### src/rtl/gpu_pkg.sv
// rtl/gpu_pkg.sv - shared types and constants for the GPU rectangle loader
package gpu_pkg;

    localparam int COORD_WIDTH = 16;
    localparam int COLOR_WIDTH = 16;
    localparam int RECT_COUNT  = 64;
    localparam int IDX_WIDTH   = $clog2(RECT_COUNT);
    localparam int START_DELAY = 2;
    localparam int WORD_COUNT  = 6;

    // Loader sequencing states
    typedef enum logic [1:0] {
        ST_IDLE  = 2'd0,
        ST_DELAY = 2'd1,
        ST_LOAD  = 2'd2,
        ST_DONE  = 2'd3
    } load_state_t;

    // Position of each word inside a 6-word rectangle packet
    localparam logic [2:0] W_HDR   = 3'd0;
    localparam logic [2:0] W_X     = 3'd1;
    localparam logic [2:0] W_Y     = 3'd2;
    localparam logic [2:0] W_W     = 3'd3;
    localparam logic [2:0] W_H     = 3'd4;
    localparam logic [2:0] W_COLOR = 3'd5;

    // Edge-form table entry, x1 in the MSBs
    typedef struct packed {
        logic [COORD_WIDTH-1:0] x1;
        logic [COORD_WIDTH-1:0] y1;
        logic [COORD_WIDTH-1:0] x2;
        logic [COORD_WIDTH-1:0] y2;
        logic [COLOR_WIDTH-1:0] color;
    } rect_entry_t;

endpackage

### src/rtl/rect_edge_calc.sv
// rtl/rect_edge_calc.sv - saturating origin+size to far-edge conversion
module rect_edge_calc
    import gpu_pkg::*;
#(
    parameter int CW = COORD_WIDTH
) (
    input  logic [CW-1:0] i_x1,
    input  logic [CW-1:0] i_y1,
    input  logic [CW-1:0] i_w,
    input  logic [CW-1:0] i_h,
    output logic [CW-1:0] o_x2,
    output logic [CW-1:0] o_y2
);

    logic [CW:0] w_sum_x;
    logic [CW:0] w_sum_y;

    // One extra bit catches the carry; an edge past the coordinate range clamps to all-ones
    always_comb begin
        w_sum_x = {1'b0, i_x1} + {1'b0, i_w};
        w_sum_y = {1'b0, i_y1} + {1'b0, i_h};
        o_x2    = w_sum_x[CW] ? {CW{1'b1}} : w_sum_x[CW-1:0];
        o_y2    = w_sum_y[CW] ? {CW{1'b1}} : w_sum_y[CW-1:0];
    end

endmodule

### src/rtl/gpu_rect_loader.sv
// rtl/gpu_rect_loader.sv - turns the rectangle DMA stream into GPU table writes
module gpu_rect_loader
    import gpu_pkg::*;
#(
    parameter int COORD_WIDTH = gpu_pkg::COORD_WIDTH,
    parameter int RECT_COUNT  = gpu_pkg::RECT_COUNT,
    parameter int IDX_WIDTH   = gpu_pkg::IDX_WIDTH,
    parameter int START_DELAY = gpu_pkg::START_DELAY
) (
    input  logic                        clk,
    input  logic                        reset,
    input  logic                        copy_start,
    input  logic [15:0]                 stream_din,
    output logic                        rect_we,
    output logic [IDX_WIDTH-1:0]        rect_waddr,
    output logic [4*COORD_WIDTH+15:0]   rect_wdata,
    output logic                        busy,
    output logic                        load_done,
    output logic                        hdr_err
);

    // Counter just wide enough to hold START_DELAY-1
    localparam int DLY_W = (START_DELAY > 1) ? $clog2(START_DELAY) : 1;

    load_state_t                r_state;
    load_state_t                w_state_next;
    logic [DLY_W-1:0]           r_dly;
    logic [2:0]                 r_word;
    logic [IDX_WIDTH-1:0]       r_idx;
    logic [COORD_WIDTH-1:0]     r_x1;
    logic [COORD_WIDTH-1:0]     r_y1;
    logic [COORD_WIDTH-1:0]     r_w;
    logic [COORD_WIDTH-1:0]     r_h;
    logic                       r_we;
    logic [IDX_WIDTH-1:0]       r_waddr;
    logic [4*COORD_WIDTH+15:0]  r_wdata;
    logic                       r_load_done;
    logic                       r_hdr_err;
    logic [COORD_WIDTH-1:0]     w_x2;
    logic [COORD_WIDTH-1:0]     w_y2;
    logic                       w_last_word;
    logic                       w_last_rect;

    assign w_last_word = (r_word == W_COLOR);
    assign w_last_rect = (r_idx == IDX_WIDTH'(RECT_COUNT - 1));

    rect_edge_calc #(
        .CW (COORD_WIDTH)
    ) u_edge_calc (
        .i_x1 (r_x1),
        .i_y1 (r_y1),
        .i_w  (r_w),
        .i_h  (r_h),
        .o_x2 (w_x2),
        .o_y2 (w_y2)
    );

    // State register
    always_ff @(posedge clk or negedge reset) begin
        if (!reset) begin
            r_state <= ST_IDLE;
        end else begin
            r_state <= w_state_next;
        end
    end

    // Next-state logic; a start strobe is only honoured from IDLE
    always_comb begin
        w_state_next = r_state;
        case (r_state)
            ST_IDLE: begin
                if (copy_start) begin
                    w_state_next = ST_DELAY;
                end
            end
            ST_DELAY: begin
                if (r_dly == '0) begin
                    w_state_next = ST_LOAD;
                end
            end
            ST_LOAD: begin
                if (w_last_word && w_last_rect) begin
                    w_state_next = ST_DONE;
                end
            end
            ST_DONE: begin
                w_state_next = ST_IDLE;
            end
            default: begin
                w_state_next = ST_IDLE;
            end
        endcase
    end

    // Counters, packet capture and registered table-write outputs
    always_ff @(posedge clk or negedge reset) begin
        if (!reset) begin
            r_dly       <= '0;
            r_word      <= '0;
            r_idx       <= '0;
            r_x1        <= '0;
            r_y1        <= '0;
            r_w         <= '0;
            r_h         <= '0;
            r_we        <= 1'b0;
            r_waddr     <= '0;
            r_wdata     <= '0;
            r_load_done <= 1'b0;
            r_hdr_err   <= 1'b0;
        end else begin
            r_we        <= 1'b0;
            r_load_done <= 1'b0;
            case (r_state)
                ST_IDLE: begin
                    if (copy_start) begin
                        r_dly     <= DLY_W'(START_DELAY - 1);
                        r_word    <= '0;
                        r_idx     <= '0;
                        r_hdr_err <= 1'b0;
                    end
                end
                ST_DELAY: begin
                    if (r_dly != '0) begin
                        r_dly <= r_dly - 1'b1;
                    end
                end
                ST_LOAD: begin
                    r_word <= w_last_word ? 3'd0 : r_word + 3'd1;
                    case (r_word)
                        W_HDR: begin
                            if (stream_din != 16'h0000) begin
                                r_hdr_err <= 1'b1;
                            end
                        end
                        W_X: r_x1 <= stream_din[COORD_WIDTH-1:0];
                        W_Y: r_y1 <= stream_din[COORD_WIDTH-1:0];
                        W_W: r_w  <= stream_din[COORD_WIDTH-1:0];
                        W_H: r_h  <= stream_din[COORD_WIDTH-1:0];
                        W_COLOR: begin
                            r_we        <= 1'b1;
                            r_waddr     <= r_idx;
                            r_wdata     <= {r_x1, r_y1, w_x2, w_y2, stream_din};
                            r_idx       <= r_idx + 1'b1;
                            r_load_done <= w_last_rect;
                        end
                        default: begin
                        end
                    endcase
                end
                default: begin
                end
            endcase
        end
    end

    assign rect_we    = r_we;
    assign rect_waddr = r_waddr;
    assign rect_wdata = r_wdata;
    assign load_done  = r_load_done;
    assign hdr_err    = r_hdr_err;
    assign busy       = (r_state != ST_IDLE);

endmodule
### config.mk
export PLATFORM = sky130hd
export DESIGN_NAME = gpu_rect_loader
export DESIGN_NICKNAME = d
export VERILOG_FILES = /design/src/rtl/gpu_pkg.sv /design/src/rtl/rect_edge_calc.sv /design/src/rtl/gpu_rect_loader.sv
export SDC_FILE = /design/constraint.sdc
export NUM_CORES = 1
export LEC_CHECK = 0
export BUFFER_PORTS_ARGS = -buffer_cell sky130_fd_sc_hd__buf_4
export CORE_MARGIN = 2
export CORE_UTILIZATION = 62
export DETAILED_ROUTE_END_ITERATION = 10
export PLACE_DENSITY = 0.85
export SLEW_MARGIN = 15
export SYNTH_ARGS = -nofsm -noshare
export SYNTH_HDL_FRONTEND = slang
export SYNTH_SLANG_ARGS = --single-unit
export TNS_END_PERCENT = 50
### constraint.sdc
create_clock -name clk -period 6.6 [get_ports clk]
set_clock_uncertainty 0.15 [all_clocks]
set_input_delay 0.33 -clock clk [delete_from_list [all_inputs] [get_ports clk]]
set_output_delay 0.33 -clock clk [all_outputs]
set_load 0.1 [all_outputs]
==> qor.txt <==
status - finished, final reports clean
Longest Clk Path Bufs - 2
number of antenna violations at the first check in global routing - 0
Yosys top cell area share - 52.08%
CP Capture Type - flip-flop
Bufs and invs on worst path - 0
Synth Area per Inst - 10.24 um^2
cell count after synthesis - 774
Post-Syn Nets - 832
RSZ-0062 raised after global routing - false
Internal - 0.001924 W
Hold Path Stages - 3
worst r2r src - r_y1[0]
CTS tree - yes
FF/Latch Area - 4129 um^2
vias in the first global route - 6097
Starting Density - 63.09%
Clk pwr share - 34.7%
Final #Nets - 930
crit path max-delay cell type - a21oi_1
hold_sp - stream_din[4]
GP Congestion - 0.9398
Primary FF master, synth - dfrtp_1
post-CTS sizing - 0
Overflow after GRT - 0
R2R setup slack - 3.46 ns
MaxCap Viol Count - 0
multi-input logic area - 3580 um^2
Final Critical Period - 3.138 ns
GRT Util Overall - 28.88%
Final Hold Fails - 0
leakage power - 4.470 nW
Vias/cell - 5.835
area delta synth->final - 19.50%
RR Endpoint - rect_wdata[31]
Critical Path Most Common Cell - a21oi_1
DIE AREA - 13710 um^2
Area contributors post-synth - dfrtp_1 52%, nand2_1 9.4%, mux2_2 9.2%
Netlist cell types - 51
Slew HR - 37.49%
clock root buffer - clkbuf_16
post-route ant nets - 0
Power Dens Cells - 314.3 nW/um^2
Hold Path Class - input pin to flip-flop
CTS Sinks - 165
delay-heaviest family, CP - compound AO/OA/AOI/OAI gates
CTS HTree Levels - 4
FF-to-FF path depth - 9
first-pass GRT wire length - 30.43 mm
number of flops mapped to enable cells by yosys - 0
Synth Register Bits - 165
DR WL/cell - 17.81 um
WL final - 18.83 mm
DR iter-0 viols - 489
setup repair bufs after CTS - 0
Core Area - 12570 um^2
Tot Pwr - 0.002978 W
fraction of layout cells with a size suffix above 1 - 24.86%
Comb power frac - 27.0%
count leader, synth - nand2_1
Max Fclk - 0.3187 GHz
fill count - 842
Final Slew Violations - 0
Tcrit/Tclk final - 47.54%
Setup Crit Path Kind - flip-flop to flip-flop
Max VDD drop - 225.5 uV
chip width - 117.1 um
n_diodes - 0
Seq/Total Area, Yosys - 52.08%
Inst Count DP - 1024
CP peak stage delay - 0.76 ns
Pre-antenna DRT Iters - 7
num ports - 109
Via Count - 6168
cts bufs inserted - 17
Synth area leader - dfrtp_1
Final setup viols - 0
Die Y - 117.1 um
post-route insts no fill - 1057
Sw Share - 35.39%
crit-path max FO - 12
Net Sw Power - 0.001054 W
I/O Buffers - 108
HPWL after DPL - 12.95 mm
worst path cell trace - ha_1 -> fa_1 -> a21o_1 -> nand3_1 -> a31oi_1 -> a21oi_1 -> a21oi_1 -> nor2_1 -> a21oi_1
setup TNS - 0 ns
largest net degree at the start of global routing - 90
Post-synth ARST share - 100.0%
Reg power frac - 38.3%
Worst-Margin Slew - 0.9377 ns
most instantiated cells after synthesis - 198 x nand2_1, 165 x dfrtp_1, 65 x mux2_2
Worst-path clk slew - 0.06 ns
Worst Path Required - 6.80 ns
DRC violations left - 0
row count - 41
mapped cell area - 7929 um^2
Worst EP arrival - 3.34 ns
number of warnings issued by yosys - 0
Critical Path Source Type - flip-flop
worst skew pair latency - 0.43 ns
Worst Hold End - rect_wdata[4]
routing by layer:
metal / wire (um) / track usage, % / part of all wire (%) / vias up
met5: 0 / 0 / 0 / -
met4: 394 / 10.12 / 2.1 / 0
met3: 1067 / 5.767 / 5.7 / 45
met2: 9222 / 47.86 / 49 / 217
met1: 8143 / 38.33 / 43 / 3046
li1: - / - / - / 2860
cell usage in the layout, fill, tap and decap left out, types with 17 or more instances in the layout:
cell type / netlist / final
dfrtp_1: 165 / 165
buf_4: 0 / 110
o21ai_0: 31 / 31
nor2_1: 45 / 45
inv_1: 17 / 17
a21oi_1: 33 / 33
clkbuf_16: 0 / 17
nand2_1: 198 / 197
mux2_2: 65 / 65
ha_1: 37 / 37
power by group through the flow:
stage,sequential (W),combinational [W],clock [W]
floorplan,0.00157,0.000195,0
global placement,0.00115,0.000783,0
detailed placement,0.00116,0.000798,0
CTS,0.00114,0.000805,0.00104
global route,0.00115,0.000845,0.00109
finish,0.00114,0.000804,0.00103
cell type report:
type | count | share of cell area (%)
Clock buffer | 24 | 5.295
Multi-Input combinational cell | 556 | 37.78
Tap cell | 172 | 2.271
Clock inverter | 8 | 1.268
Inverter | 19 | 0.7527
Sequential cell | 165 | 43.58
Timing Repair Buffer | 113 | 9.058
sequential cells by signal, summed over array words and instances, names as in the netlist, 2 cells and up:
name and cells:
r_h 16, rect_waddr 6, r_y1 16, r_w 16, r_idx 6, r_word 3
r_state 2, r_x1 16, rect_wdata 80
kinds of logic (layout without fill, tap and decap cells):
group	count (synthesis)	after routing	synth area share [%]
and+or+nand+nor	295	295	15.45
DFF	165	165	52.08
AOI/OAI and AO/OA	126	126	10.64
muxes	67	67	9.484
buffers and inverters	53	164	2.809
adders and majority gates	39	39	6.344
xor gates and xnor gates	29	29	3.203
worst min-delay path, cell delays in order:
cell and delay, ns:
buf_4 0.13, nand2_1 0.06, nand2_1 0.05
worst max-delay path by stage:
stage / startpoint / to / slack (ns) / cells after the start
3_3_place_gp: r_state[0] / rect_wdata[38] / 3.79 / 7
6_report: r_y1[0] / rect_wdata[31] / 3.46 / 9
4_1_cts: r_y1[0] / rect_wdata[31] / 3.55 / 9
2_1_floorplan: r_x1[0] / rect_wdata[41] / 4.06 / 9
3_5_place_dp: r_word[0] / rect_wdata[38] / 3.66 / 7
5_1_grt: r_y1[0] / rect_wdata[31] / 3.25 / 9
timing repair:
item	CTS	global route
endpoints found under the setup margin	0	0
hold endpoints to repair	76	0
hold buffers	1	0
metrics by stage:
stage	cell area (um^2)	setup slack (ns)	hold WS (ns)	util, %
floorplan	7929	4.064	-0.1156	-
detailed placement	8840	3.655	0.2586	70.33
global placement	8840	3.793	0.2363	70.33
global route	9475	3.253	0.02780	75.39
CTS	9472	3.546	0.005908	75.36
finish	9475	3.462	0.01940	75.39
No activity file was read; power rests on OpenSTA's default activity.
